`src/rtl/mips_muldiv.sv`:
```
// Iterative MIPS HI/LO multiply/divide unit: one shift-add or restoring-divide
// step per enabled clock, with sign correction applied in a final cycle.
module mips_muldiv #(
    parameter int WIDTH = 32
) (
    input  logic             clk,
    input  logic             reset,
    input  logic             clk_enable,
    input  logic             start,
    input  logic [1:0]       op,
    input  logic [WIDTH-1:0] op_a,
    input  logic [WIDTH-1:0] op_b,
    input  logic             hi_write,
    input  logic             lo_write,
    input  logic [WIDTH-1:0] write_data,
    output logic             busy,
    output logic             done,
    output logic             div_by_zero,
    output logic [WIDTH-1:0] hi,
    output logic [WIDTH-1:0] lo
);

    typedef enum logic [1:0] {IDLE, RUN, FINISH} state_t;

    localparam logic [WIDTH-1:0] CNT_LAST = WIDTH'(WIDTH - 1);

    state_t             state_q, state_d;
    logic               is_div_q, is_div_d;
    logic               zero_div_q, zero_div_d;
    logic               neg_lo_q, neg_lo_d;
    logic               neg_hi_q, neg_hi_d;
    logic [WIDTH-1:0]   b_q, b_d;
    logic [2*WIDTH-1:0] acc_q, acc_d;
    logic [WIDTH-1:0]   cnt_q, cnt_d;
    logic [WIDTH-1:0]   hi_q, hi_d;
    logic [WIDTH-1:0]   lo_q, lo_d;
    logic               busy_q, busy_d;
    logic               done_q, done_d;
    logic               dz_q, dz_d;

    logic               signed_op, a_neg, b_neg;
    logic [WIDTH-1:0]   a_mag, b_mag;
    logic [WIDTH:0]     mul_sum, div_rem_sh, div_diff;
    logic [2*WIDTH-1:0] mul_next, div_next, prod;

    always_comb begin
        // NOTE: every _d gets a default first so no path through the case infers a latch.
        state_d    = state_q;
        is_div_d   = is_div_q;
        zero_div_d = zero_div_q;
        neg_lo_d   = neg_lo_q;
        neg_hi_d   = neg_hi_q;
        b_d        = b_q;
        acc_d      = acc_q;
        cnt_d      = cnt_q;
        hi_d       = hi_q;
        lo_d       = lo_q;
        busy_d     = busy_q;
        done_d     = 1'b0;
        dz_d       = 1'b0;

        signed_op = ~op[0];
        a_neg     = signed_op & op_a[WIDTH-1];
        b_neg     = signed_op & op_b[WIDTH-1];
        a_mag     = a_neg ? -op_a : op_a;
        b_mag     = b_neg ? -op_b : op_b;

        // Multiply: accumulate into the upper half, shift the multiplier out of the lower.
        mul_sum  = {1'b0, acc_q[2*WIDTH-1:WIDTH]} + (acc_q[0] ? {1'b0, b_q} : '0);
        mul_next = {mul_sum, acc_q[WIDTH-1:1]};

        // Divide: remainder in the upper half, quotient bits shift in at the bottom.
        div_rem_sh = {acc_q[2*WIDTH-1:WIDTH], acc_q[WIDTH-1]};
        div_diff   = div_rem_sh - {1'b0, b_q};
        div_next   = div_diff[WIDTH] ? {div_rem_sh[WIDTH-1:0], acc_q[WIDTH-2:0], 1'b0}
                                     : {div_diff[WIDTH-1:0], acc_q[WIDTH-2:0], 1'b1};

        prod = neg_lo_q ? -acc_q : acc_q;

        case (state_q)
            IDLE: begin
                if (start) begin
                    is_div_d = op[1];
                    b_d      = b_mag;
                    cnt_d    = '0;
                    busy_d   = 1'b1;
                    neg_lo_d = a_neg ^ b_neg;
                    neg_hi_d = a_neg;
                    if (op[1] && op_b == '0) begin
                        zero_div_d = 1'b1;
                        acc_d      = {op_a, {WIDTH{1'b1}}};
                        state_d    = FINISH;
                    end else begin
                        zero_div_d = 1'b0;
                        acc_d      = {{WIDTH{1'b0}}, a_mag};
                        state_d    = RUN;
                    end
                end else begin
                    if (hi_write) hi_d = write_data;
                    if (lo_write) lo_d = write_data;
                end
            end
            RUN: begin
                acc_d = is_div_q ? div_next : mul_next;
                cnt_d = cnt_q + WIDTH'(1);
                if (cnt_q == CNT_LAST) state_d = FINISH;
            end
            FINISH: begin
                busy_d  = 1'b0;
                done_d  = 1'b1;
                dz_d    = zero_div_q;
                state_d = IDLE;
                if (zero_div_q) begin
                    {hi_d, lo_d} = acc_q;
                end else if (is_div_q) begin
                    lo_d = neg_lo_q ? -acc_q[WIDTH-1:0] : acc_q[WIDTH-1:0];
                    hi_d = neg_hi_q ? -acc_q[2*WIDTH-1:WIDTH] : acc_q[2*WIDTH-1:WIDTH];
                end else begin
                    {hi_d, lo_d} = prod;
                end
            end
            default: state_d = IDLE;
        endcase
    end

    // NOTE: datapath registers are reset too, so a post-reset state is fully defined.
    always_ff @(posedge clk or posedge reset) begin
        if (reset) begin
            state_q    <= IDLE;
            is_div_q   <= 1'b0;
            zero_div_q <= 1'b0;
            neg_lo_q   <= 1'b0;
            neg_hi_q   <= 1'b0;
            b_q        <= '0;
            acc_q      <= '0;
            cnt_q      <= '0;
            hi_q       <= '0;
            lo_q       <= '0;
            busy_q     <= 1'b0;
            done_q     <= 1'b0;
            dz_q       <= 1'b0;
        end else if (clk_enable) begin
            // NOTE: non-blocking so every flop samples the pre-edge value of its peers.
            state_q    <= state_d;
            is_div_q   <= is_div_d;
            zero_div_q <= zero_div_d;
            neg_lo_q   <= neg_lo_d;
            neg_hi_q   <= neg_hi_d;
            b_q        <= b_d;
            acc_q      <= acc_d;
            cnt_q      <= cnt_d;
            hi_q       <= hi_d;
            lo_q       <= lo_d;
            busy_q     <= busy_d;
            done_q     <= done_d;
            dz_q       <= dz_d;
        end
    end

    assign busy        = busy_q;
    assign done        = done_q;
    assign div_by_zero = dz_q;
    assign hi          = hi_q;
    assign lo          = lo_q;

endmodule
```
`config.mk`:
```
export PLATFORM = sky130hd
export DESIGN_NAME = mips_muldiv
export DESIGN_NICKNAME = d
export VERILOG_FILES = /design/src/rtl/mips_muldiv.sv
export SDC_FILE = /design/constraint.sdc
export NUM_CORES = 1
export LEC_CHECK = 0
export BUFFER_PORTS_ARGS = -buffer_cell sky130_fd_sc_hd__buf_2
export CORE_ASPECT_RATIO = 1.1
export CORE_UTILIZATION = 30
export CTS_CLUSTER_DIAMETER = 50
export DETAILED_ROUTE_END_ITERATION = 8
export GPL_TIMING_DRIVEN = 1
export MAX_ROUTING_LAYER = met4
export SETUP_SLACK_MARGIN = 0.02
export SLEW_MARGIN = 20
export SYNTH_ARGS = -nofsm -noshare
export SYNTH_HDL_FRONTEND = slang
export SYNTH_SLANG_ARGS = --single-unit
export TNS_END_PERCENT = 30
```
`constraint.sdc`:
```
create_clock -name clk -period 6.11 [get_ports clk]
set_input_delay 0.3055 -clock clk [delete_from_list [all_inputs] [get_ports clk]]
set_output_delay 0.3055 -clock clk [all_outputs]
set_load 0.1 [all_outputs]
```
==> results.md <==
* Status: finished clean
* Worst Hold Class: primary input to flop
* Syn_area_per_cell at approximately 7.9 µm²
* Seq/Total Area, Yosys at 0.305
* Crit Reg-Reg Endpoint: acc_q[60]$_DFFE_PP0P_
* Fin nets at 2375
* Setup violators final at 0
* Largest net degree at the start of global routing at approximately 120
* Critical Path Sink Type: flop
* Crit-path max FO at 19
* Reg2Reg Launch Point: acc_q[47]$_DFFE_PP0P_
* Drt initial violations at 1754
* Critical Path AT at about 5000 ps
* Area added between synthesis and finish at 15.4%
* Slew margin rel. at 0.313
* Worst VDD drop at 0.000202 V
* Post-place instance area at 18000 µm²
* Global-route wire length before repair at 95200 µm
* Area occupied by multi-input gates at 10800 µm²
* Seq. cell area at between 5000 and 6000 µm²
* DRC viols at 0
* Global route overflow at 0
* Crit start category: flop
* Number of enable flip-flop cells after synthesis at 0
* Final Cycle Share at 0.745
* FF-to-FF setup slack at 1560 ps
* Cells after synthesis at about 2100
* Post-DP HPWL at 48500 µm
* Initial Utilization at 0.306
* Vias per cell at approximately 5.6
* Critical path type: flop to flop
* Max Buffers Root-to-Sink at 3
* Average wire per standard cell at 21.4 µm
* Vias at 16600
* Vias in the first global route at ~16000
* Max Cap Viol at 0
* Pwr Total at approximately 13 mW
* Sw frac at 0.565
* Pre-CTS setup slack at approximately 1600 ps
* RSZ-0062 raised after global routing: false
* Die W at 226 µm
* Syn nets at 2266
* Cell row count at slightly below 90
* Post-route insts no fill at roughly 3000
* Min Tclk post-route at around 4600 ps
* Async SR Flop Fraction at 1.00
* Worst skew pair latency at 560 ps
* Hold_ws at a little over 30 ps
* Fill cells at 5683
* PortBufs at between 150 and 200
* F_max at 0.220 GHz
* Placed cell count at 2897
* CTS sink cnt at 201
* Synth area leaders: dfrtp_1 (30%), nand2_1 (5.8%), ha_1 (5.2%)
* Hold path start: write_data[3]
* Final hold vios at 0
* Mapped Area at 16500 µm²
* TNS Setup at 0 ps
* Clock root cell: clkbuf_16
* Total wire length at 63100 µm
* Max-slew violation count at 0
* R2r worst-path depth at 9
* Die Y at 248 µm
* Net switching power at 7.18 mW
* Initial antenna violation count at 3
* Remaining antenna violation count after routing at 0
* Top FF cell, synth: dfrtp_1
* Share of post-route cells with drive strength above 1 at 0.136
* H-tree Lvls at 1
* Total Routing Usage GR at 0.227
* Top-area cell type share of the netlist area at 0.305
* Pre-antenna DRT Iters at 6
* Post-layout util at 0.353
* Hold Path End: hi[3]$_DFFE_PP0P_
* Pint at 5.53 mW
* Skew final at around 23 ps
* I/O pin cnt at 171
* P per Cell Area at roughly 670 nW/µm²
* Required time worst endpoint at 6550 ps
* Slew @ Worst Pin at 1030 ps
* Setup WS post-layout at between 1500 and 2000 ps
* Fin area at ~19000 µm²
* Number of post-CTS setup repair buffers at 0
* Cell taking the most area after synthesis: dfrtp_1
* Area of the die at about 56000 µm²
* Combinational share of power at 0.660
* Area of the core at 54000 µm²
* Clock share of power at 0.133
* CTS tree: yes
* GP Congestion at just over 1
* Flops & latches, synth at around 200
* Post-synthesis cell type count at 86
* Worst-path clk slew at about 60 ps
* Hold path depth at 3
* Leak at 8.38 nW
* Yosys warning total at 0
* Sequential Power Share at 0.208
* TritonCTS buffer count at 26
power by group through the flow:
stage / clock (mW) / sequential, mW / combinational (mW)
5_1_grt: 1.76 / 2.71 / 8.99
3_5_place_dp: 0 / 2.63 / 8.20
6_report: 1.69 / 2.64 / 8.38
2_1_floorplan: 0 / 3.71 / 4.91
4_1_cts: 1.71 / 2.61 / 8.24
3_3_place_gp: 0 / 2.61 / 8.17
synth_stat cells, drive strengths merged, types with 26 or more instances:
| cell type | instances |
|---|---|
| o21ai | 154 |
| a21oi | 158 |
| a221oi | 31 |
| mux2i | 48 |
| inv | 66 |
| ha | 69 |
| nand3 | 52 |
| o31ai | 51 |
| nor3 | 40 |
| or3 | 30 |
| clkbuf | 95 |
| dfrtp | 201 |
| nand2 | 256 |
| xor2 | 93 |
| xnor2 | 93 |
| nor4 | 27 |
| nand4 | 26 |
| nor2 | 233 |
| a21o | 43 |
worst max-delay path by stage:
stage	from	endpoint	slack (ps)
global placement	acc_q[47]$_DFFE_PP0P_	acc_q[60]$_DFFE_PP0P_	1670
detailed placement	acc_q[47]$_DFFE_PP0P_	acc_q[60]$_DFFE_PP0P_	1570
finish	acc_q[47]$_DFFE_PP0P_	acc_q[60]$_DFFE_PP0P_	1560
global route	acc_q[47]$_DFFE_PP0P_	acc_q[60]$_DFFE_PP0P_	1300
floorplan	reset	acc_q[0]$_DFFE_PP0P_	320
CTS	acc_q[47]$_DFFE_PP0P_	acc_q[60]$_DFFE_PP0P_	1590
layout by cell type, fill, tap and decap left out, types with 7 or more instances in the layout:
cell type / n
a211oi_1: 19
o211ai_1: 21
a21boi_0: 11
xor2_1: 93
o21ai_0: 148
xnor2_1: 93
nor3_1: 38
and3_1: 24
o21a_1: 12
clkbuf_16: 27
inv_1: 65
nand4_1: 26
dfrtp_1: 200
buf_2: 170
a31oi_1: 23
nand2_1: 255
o311ai_0: 9
or2_2: 12
a21oi_1: 155
o221ai_1: 8
a221oi_1: 29
a21o_1: 43
mux2i_1: 48
buf_4: 25
nor2b_1: 20
nand2b_1: 14
or3_1: 29
mux2_2: 10
a31o_2: 7
nor4_1: 27
ha_1: 69
o31ai_1: 51
o41ai_1: 11
nor2_1: 228
nand3_1: 52
or4_1: 14
kinds of logic after synthesis:
logic type | count (synthesis) | synth area share
flip-flops | 201 | 0.305
multiplexers | 58 | 0.0359
buffers and inverters | 185 | 0.0441
AND/OR/NAND/NOR | 783 | 0.223
XOR/XNOR | 186 | 0.0987
AO/OA/AOI/OAI | 607 | 0.239
adder cells (fa/ha/maj) | 71 | 0.0547
layout make-up:
type                    instances  area share
clock buffers                  32      0.0386
diodes                          3    0.000394
repair buffers                198      0.0570
well taps                     728      0.0478
clock inverters                16      0.0114
multi-input cells            1705       0.567
flip-flops and latches        201       0.264
inverters                      68      0.0138
what timing repair did:
item,in CTS,in global routing
hold endpoints to repair,89,0
hold buffers,2,0
gates resized for setup,0,0
metal layers:
| metal | global-route usage | part of all wire | vias up |
|---|---|---|---|
| li1 | - | - | 7797 |
| met1 | 0.291 | 0.43 | 7901 |
| met2 | 0.368 | 0.46 | 781 |
| met3 | 0.0316 | 0.075 | 131 |
| met4 | 0.0770 | 0.035 | 0 |
| met5 | - | 0 | - |
worst max-delay path: stages (launching register included):
cell	delay, ps
dfrtp_1	500
ha_1	510
nand4_1	230
or3_1	400
o41ai_2	610
o32ai_1	340
nor2_2	830
buf_4	350
mux2_2	370
a211o_1	280
flip-flops by register name, indices dropped and copies added, names as in the netlist:
name / cells
zero_div_q: 1
state_q: 2
b_q: 32
busy: 1
done: 1
neg_hi_q: 1
lo: 32
div_by_zero: 1
is_div_q: 1
cnt_q: 32
hi: 32
acc_q: 64
neg_lo_q: 1
Power figures use the tool's default switching activity.
